==> config.mk <==
export PLATFORM = sky130hd
export DESIGN_NAME = ser_arbiter
export DESIGN_NICKNAME = d
export VERILOG_FILES = /design/src/rtl/ser_arb_pkg.sv /design/src/rtl/ser_arbiter_rr_pick.sv /design/src/rtl/ser_arbiter.sv
export SDC_FILE = /design/constraint.sdc
export NUM_CORES = 1
export LEC_CHECK = 0
export BUFFER_PORTS_ARGS = -buffer_cell sky130_fd_sc_hd__clkbuf_2
export CAP_MARGIN = 25
export CORE_AREA = 2 2 88 69
export DETAILED_ROUTE_END_ITERATION = 6
export DIE_AREA = 0 0 90 71
export MAX_ROUTING_LAYER = met4
export PLACE_DENSITY = 0.85
export SYNTH_ARGS = -nofsm -noshare
export SYNTH_HDL_FRONTEND = slang
export SYNTH_SLANG_ARGS = --single-unit
==> constraint.sdc <==
create_clock -name clk -period 6.67 [get_ports clk]
set_clock_uncertainty 0.15 [all_clocks]
set_input_delay 1.334 -clock clk [delete_from_list [all_inputs] [get_ports clk]]
set_output_delay 1.334 -clock clk [all_outputs]
set_load 0.05 [all_outputs]
==> src/rtl/ser_arb_pkg.sv <==
// Shared types and helpers for the serializer arbiter.
// SER_ARB_RETRY_EN selects the retry-on-error build of ser_arbiter.
package ser_arb_pkg;

    typedef enum logic [1:0] {
        StIdle   = 2'd0,
        StIssue  = 2'd1,
        StXfer   = 2'd2,
        StRetire = 2'd3
    } arb_state_e;

    // Wide enough for any practical MAX_RETRY; checked at elaboration.
    localparam int unsigned RetryCntW = 4;

    function automatic int unsigned clog2(input int unsigned n);
        int unsigned r;
        r = 0;
        for (int unsigned v = n - 1; v > 0; v = v >> 1) begin
            r = r + 1;
        end
        return r;
    endfunction

endpackage

==> src/rtl/ser_arbiter_rr_pick.sv <==
// Combinational round-robin select: first set request at or after ptr, wrapping.
module rr_pick
    import ser_arb_pkg::*;
#(
    parameter int unsigned NREQ = 4,
    parameter int unsigned IdW  = clog2(NREQ)
) (
    input  logic [NREQ-1:0] req,
    input  logic [IdW-1:0]  ptr,
    output logic [IdW-1:0]  gnt_id,
    output logic            any
);

    logic [2*NREQ-1:0] dbl;
    logic [NREQ-1:0]   rot;
    logic [IdW-1:0]    off;
    logic [IdW:0]      sum;

    always_comb begin
        // Rotating the doubled vector puts requester ptr at bit 0.
        dbl = {req, req} >> ptr;
        rot = dbl[NREQ-1:0];
        off = '0;
        for (int i = NREQ - 1; i >= 0; i--) begin
            if (rot[i]) begin
                off = IdW'(i);
            end
        end
        sum = {1'b0, ptr} + {1'b0, off};
        if (sum >= (IdW + 1)'(NREQ)) begin
            sum = sum - (IdW + 1)'(NREQ);
        end
        gnt_id = sum[IdW-1:0];
    end

    assign any = |req;

endmodule

==> src/rtl/ser_arbiter.sv <==
// Round-robin arbiter/sequencer sharing one MISO serializer among NREQ requesters.
// Define SER_ARB_RETRY_EN to reissue aborted transfers up to MAX_RETRY times.
module ser_arbiter
    import ser_arb_pkg::*;
#(
    parameter int unsigned NREQ      = 4,
    parameter int unsigned ADDRW     = 24,
    parameter int unsigned MAX_RETRY = 3
) (
    input  logic                    clk,
    input  logic                    rst,
    input  logic [NREQ-1:0]         req_valid,
    input  logic [NREQ*ADDRW-1:0]   req_addr,
    output logic [NREQ-1:0]         req_done,
    output logic [NREQ-1:0]         req_fail,
    output logic                    ser_valid,
    output logic [ADDRW-1:0]        ser_addr,
    input  logic                    ser_ready,
    input  logic                    ser_err,
    output logic                    busy,
    output logic [clog2(NREQ)-1:0]  grant_id
);

    localparam int unsigned IdW = clog2(NREQ);

    if (NREQ < 2) begin : g_bad_nreq
        $error("ser_arbiter: NREQ must be at least 2");
    end
    if (MAX_RETRY >= (1 << RetryCntW)) begin : g_bad_retry
        $error("ser_arbiter: MAX_RETRY does not fit the retry counter");
    end

    arb_state_e      state_q, state_d;
    logic [IdW-1:0]  grant_q, grant_d;
    logic [IdW-1:0]  ptr_q, ptr_d;
    logic [ADDRW-1:0] addr_q, addr_d;
    logic            err_q, err_d;
    logic [IdW-1:0]  pick_id;
    logic            pick_any;
`ifdef SER_ARB_RETRY_EN
    logic [RetryCntW-1:0] cnt_q, cnt_d;
`endif

    rr_pick #(
        .NREQ (NREQ),
        .IdW  (IdW)
    ) u_rr_pick (
        .req    (req_valid),
        .ptr    (ptr_q),
        .gnt_id (pick_id),
        .any    (pick_any)
    );

    always_comb begin
        state_d  = state_q;
        grant_d  = grant_q;
        ptr_d    = ptr_q;
        addr_d   = addr_q;
        err_d    = err_q;
`ifdef SER_ARB_RETRY_EN
        cnt_d    = cnt_q;
`endif
        req_done = '0;
        req_fail = '0;

        unique case (state_q)
            StIdle: begin
                // ser_ready guards against issuing over a transfer still shifting after reset.
                if (pick_any && ser_ready) begin
                    state_d = StIssue;
                    grant_d = pick_id;
                    addr_d  = req_addr[pick_id*ADDRW +: ADDRW];
`ifdef SER_ARB_RETRY_EN
                    cnt_d   = '0;
`endif
                end
            end
            StIssue: begin
                if (!ser_ready) begin
                    state_d = StXfer;
                end
            end
            StXfer: begin
                if (ser_ready) begin
                    err_d   = ser_err;
                    state_d = StRetire;
                end
            end
            StRetire: begin
                state_d = StIdle;
                ptr_d   = (grant_q == IdW'(NREQ - 1)) ? '0 : grant_q + IdW'(1);
                if (!err_q) begin
                    req_done[grant_q] = 1'b1;
                end else begin
`ifdef SER_ARB_RETRY_EN
                    if (cnt_q < RetryCntW'(MAX_RETRY)) begin
                        cnt_d   = cnt_q + RetryCntW'(1);
                        state_d = StIssue;
                        ptr_d   = ptr_q;
                    end else begin
                        req_fail[grant_q] = 1'b1;
                    end
`else
                    req_fail[grant_q] = 1'b1;
`endif
                end
            end
            default: state_d = StIdle;
        endcase
    end

    always_ff @(posedge clk or posedge rst) begin
        if (rst) begin
            state_q <= StIdle;
            grant_q <= '0;
            ptr_q   <= '0;
            addr_q  <= '0;
            err_q   <= 1'b0;
        end else begin
            state_q <= state_d;
            grant_q <= grant_d;
            ptr_q   <= ptr_d;
            addr_q  <= addr_d;
            err_q   <= err_d;
        end
    end

`ifdef SER_ARB_RETRY_EN
    always_ff @(posedge clk or posedge rst) begin
        if (rst) begin
            cnt_q <= '0;
        end else begin
            cnt_q <= cnt_d;
        end
    end
`endif

    assign ser_valid = (state_q == StIssue);
    assign busy      = (state_q != StIdle);
    assign ser_addr  = addr_q;
    assign grant_id  = grant_q;

endmodule

======== Word level (Yosys, flattened, before mapping) ========
Cells that the tools add are included.
W data, S select, Z words.
cells by class
  add/subtract/negate cells ............... 3
  multiply operators ...................... 1
  magnitude comparators ................... 3
  equal/unequal tests ..................... 7
  shift operators ......................... 2
  mux-type cells .......................... 16
  reductions and logical operators ........ 8
operators by type and width
  cell                   count
  $shiftx A96 B8 Y24     1
  $mux W2                9
  $mux W4                4
  $pmux W2 S4            1
  $shr A8 B2 Y4          1
  $eq A2 B2 Y1 const B   3
  $ne A2 B2 Y1 const B   3
  $mul A2 B2 Y4 const B  1
  $reduce_and A2 Y1      2
  $reduce_or A4 Y1       1
  $add A2 B2 Y3          1
  $ge A3 B3 Y1 const B   1
  $lt A2 B3 Y1 const B   1
  $reduce_and A3 Y1      1
  $add A2 B1 Y2 const B  1
  $demux W1 S2           1
  $eq A2 B1 Y1 const B   1
  $ge A2 B1 Y1 const B   1
  $logic_and A1 B1 Y1    2
  $logic_not A2 Y1       1
  $reduce_bool A2 Y1     1
  $sub A2 B1 Y2 const B  1
  $mux W1                1
word-level totals
  flip-flop bits (word level) ............. 31
  input bits .............................. 104
  output and inout bits ................... 36
  logic and storage cells ................. 45

======== Logic depth before layout (Yosys ltp) ========
  depth after elaboration ................. 10
  mapped depth ............................ 11
  depth with buffers taken out ............ 9

======== Cells and area by module ========
A second synthesis with hierarchy kept.
unflattened totals
  cell total of the unflattened synthesis .. 208
  area total of the unflattened synthesis .. 2254.7 µm²
by module, submodules not included
  module       times used  cells an instance  area each (µm²)
  ser_arbiter  1           181                2075.7
  rr_pick      1           27                 178.9

======== Worst setup path after synthesis ========
No wires, ideal clock.
  path type ............................... input to register
  start ................................... input req_valid[2]
  end ..................................... register addr_q[1], in the netlist ser_addr[1]
  arrival ................................. 3.185 ns
  required time ........................... 6.375 ns
  setup slack ............................. 3.190 ns
  cell stages on the path ................. 9
  path buffers ............................ 2
  cell sequence ........................... buf_2 -> o311a_1 -> o21ai_0 -> ha_1 -> xor2_1 -> nand3_2 -> buf_2 -> a221oi_1 -> o31ai_2
between the ends
  cells in the longest elaborated chain, start to end .. 10
ends and longest elaborated chain
  item                                           line                                                  RTL
  start, declared                                ser_arbiter.sv:12                                     input logic [NREQ-1:0] req_valid,
  $shr A8 B2 Y4                                  ser_arbiter_rr_pick.sv:21                             dbl = {req, req} >> ptr;
  $mux W2 (4 in a row)                           ser_arbiter_rr_pick.sv:25                             if (rot[i]) begin
  $add A2 B2 Y3                                  ser_arbiter_rr_pick.sv:29                             sum = {1'b0, ptr} + {1'b0, off};
  $ge A3 B3 Y1 or $sub A2 B1 Y2 (tied branches)  ser_arbiter_rr_pick.sv:30, ser_arbiter_rr_pick.sv:31
  $mux W2                                        ser_arbiter_rr_pick.sv:30                             if (sum >= (IdW + 1)'(NREQ)) begin
  $mul A2 B2 Y4                                  ser_arbiter.sv:72                                     addr_d = req_addr[pick_id*ADDRW +: ADDRW];
  $shiftx A96 B8 Y24                             ser_arbiter.sv:72
  end signal, assigned                           ser_arbiter.sv:123                                    addr_q <= addr_d;
  end, declared                                  ser_arbiter.sv:36                                     logic [ADDRW-1:0] addr_q, addr_d;
Several ways; a longest one is shown, not always the timed one.
A chain may end at the register's enable or synchronous reset.

======== Final worst setup path ========
  start ................................... input req_valid[0]
  end ..................................... register addr_q[11], in the netlist ser_addr[11]
Same word-level chain as after synthesis.

==> summary.txt <==
Run status
  – Status: complete, no violations

STA
  – Period utilisation layout: 57.4%
  – Slew margin rel.: 32.1%
  – Unrepaired setup endpoints after global routing: no
  – F_max: 0.261 GHz
  – Final min period: 3.83 ns
  – Final hold vios: 0
  – Final slew viol count: 0
  – Sum Neg Setup Slack: 0 ns
  – Final worst slack: 2.84 ns
  – Final setup fails: 0
  – Pin slew with the least headroom to its limit: 1.02 ns

Yosys
  – Fraction of synthesis flops using an asynchronous set or reset pin: 100%
  – #FFs+latches synth: 31
  – Synth top area share: 29.2%
  – Most used DFF post-synth: dfrtp_1
  – Post-synthesis cell area: 2660 um2
  – Synthesis Warnings: 0
  – Top cells by area, synth: dfrtp_1, nor2b_1, a2111oi_2
  – Count leader, synth: nor2b_1
  – Sequential share of the synthesized area: 29.2%
  – Post-synth EDFFs: 0
  – Post-Synthesis Cells: 274
  – Synth cell types: 38
  – Cell taking the most area after synthesis: dfrtp_1
  – Mean Syn Cell Area: 9.70 um2
  – Post-Syn Nets: 387
  – Synth cell count leaders: nor2b_1, dfrtp_1, nand2_1

Floorplan
  – Site Rows: 24
  – Initial Util: 47.6%
  – Die Y: 71 um
  – Core Region: 5590 um2
  – I/O pin total: 140
  – Die width: 90 um
  – Die area: 6390 um2

Worst setup path
  – CP Max Fanout: 24
  – Worst setup EP type: register
  – Critical Path AT: 3.82 ns
  – Critical path required time: 6.66 ns
  – Critical path class: in2reg
  – Startpoint Class: input port

Clocking
  – CTS buffer count: 5
  – Clock Tree Root: clkbuf_8
  – Post_cts resized: 0
  – CTS sink cnt: 31
  – Cts hold-fix bufs: 0
  – H-tree Lvls: 2
  – Insertion delay of the later-clocked pin in the worst-skew pair: 0.28 ns
  – CTS Buffer Depth: 2
  – Postcts setup bufs: 0
  – CTS clk-pin slew, worst paths: 0.07 ns
  – CTS tree: done

Placement
  – Gpl congestion: 0.773
  – Post-DP HPWL: 5280 um
  – Input/output buffers: 139
  – DP Worst Slack: 2.55 ns

Pwr
  – Sw Share: 57.3%
  – Total Power: 2.16 mW
  – Peak VDD IR: 0.468 mV
  – Comb pwr share: 75.8%
  – Share of power burned in registers: 16.6%
  – P_int: 920 uW
  – Sw power: 1.24 mW
  – Clock power frac: 7.6%
  – Pwr Density: 622 nW/um2
  – Static Leak: 1.63 nW

Run
  – Max cap viols: 0

Global routing
  – Global-route usage over all layers: 23.6%
  – First-pass GRT wire length: 12000 um
  – Grt ovf: 0
  – Number of global-route vias before repair: 2621
  – Largest net degree at the start of global routing: 98
  – Initial antenna violation count: 0

Finish
  – Final net count: 511
  – Layout cells sized above 1: 50.9%
  – Fillers: 509
  – Antenna diodes: 0
  – Syn-to-layout area delta: 30.3%

Routing
  – DR WL met3: 480 um
  – Routed metal-1 wire length: 3140 um
  – Detail Route Antenna Nets: 0
  – DR vias: 2624
  – Total wire length: 7180 um
  – DR WL/cell: 15.1 um
  – DR vias/cell: 5.50
  – DR WL met2: 3520 um
  – DR top layer: met4
  – DRC: 0
  – DRT Pass-1 Iters: 4
  – Violation count after the first detailed-route iteration: 86

Worst hold path
  – Hold Crit Class: reg2reg
==> cells in the final DEF, fill, tap and decap left out, types with 8 or more instances in the layout <==
master,count
a2111oi_2,19
nand2_1,29
ha_1,8
a221oi_1,25
nor2_1,10
nor2b_1,50
dfrtp_1,31
clkbuf_2,139
o31ai_2,19
==> kinds of logic (layout without fill, tap and decap cells) <==
group | count (synthesis) | after routing | synth area share (%)
fa+ha+maj | 9 | 9 | 4.24
simple gates | 107 | 107 | 22.4
flops | 31 | 31 | 29.2
buf+inv | 33 | 158 | 6.45
mux | 4 | 4 | 1.69
xor+xnor | 2 | 2 | 0.659
compound gates | 88 | 88 | 35.4
==> layer usage <==
layer  track usage, %  up-vias
met1             28.6     1220
li1                 -     1288
met4             5.64        0
met5                -        -
met2             40.7      111
met3             5.11        5
==> sequential cells by signal (all words and copies together), names as in the netlist <==
name and flops:
err_q 1, grant_id 2, ptr_q 2, ser_addr 24, state_q 2
==> power groups by stage <==
stage / clock [mW] / combinational [mW] / sequential, mW
floorplan: 0 / 1.13 / 0.595
finish: 0.163 / 1.63 / 0.359
global placement: 0 / 1.60 / 0.358
detailed placement: 0 / 1.64 / 0.361
global route: 0.178 / 1.78 / 0.375
CTS: 0.169 / 1.64 / 0.360
==> path summary, 6_finish.rpt <==
| check | cells past startpoint | end | from | slack, ns |
|---|---|---|---|---|
| max in group asynchronous | 3 | ser_addr[6] | rst | 5.09 |
| min in group asynchronous | 3 | ser_addr[20] | rst | 0.97 |
| min reg2reg | 2 | ser_addr[0] | ser_addr[0] | 0.33 |
| max reg2reg | 8 | ser_addr[11] | ptr_q[0] | 3.47 |
| min | 2 | ser_addr[0] | ser_addr[0] | 0.33 |
| max | 9 | ser_addr[11] | req_valid[0] | 2.84 |
==> layout make-up <==
cell class | instances | area (um2) | share of cell area (%)
timing repair buffer | 143 | 729 | 21.1
multi-input combinational | 210 | 1740 | 50.1
sequential | 31 | 776 | 22.4
tap | 78 | 97.6 | 2.82
inverter | 7 | 26.3 | 0.758
clock buffer | 8 | 100 | 2.89
==> critical path: stages <==
cell and delay [ns]:
clkbuf_2 0.14, nor2_1 0.24, a211oi_1 0.12, o21ai_0 0.28, ha_4 0.19, xor2_1 0.33, nand3_2 0.52, a221oi_1 0.56
o31ai_2 0.10
==> metrics by stage <==
stage / hold WS [ns] / cells / cell area [um2] / util (%)
floorplan: 0.388 / 274 / 2660 / -
global placement: 0.313 / 468 / 3350 / 60.0
detailed placement: 0.321 / 468 / 3350 / 60.0
CTS: 0.335 / 476 / 3450 / 61.8
global route: 0.363 / 477 / 3460 / 62.0
finish: 0.333 / 477 / 3460 / 62.0
Note: power is estimated with default switching activity, not from simulation.
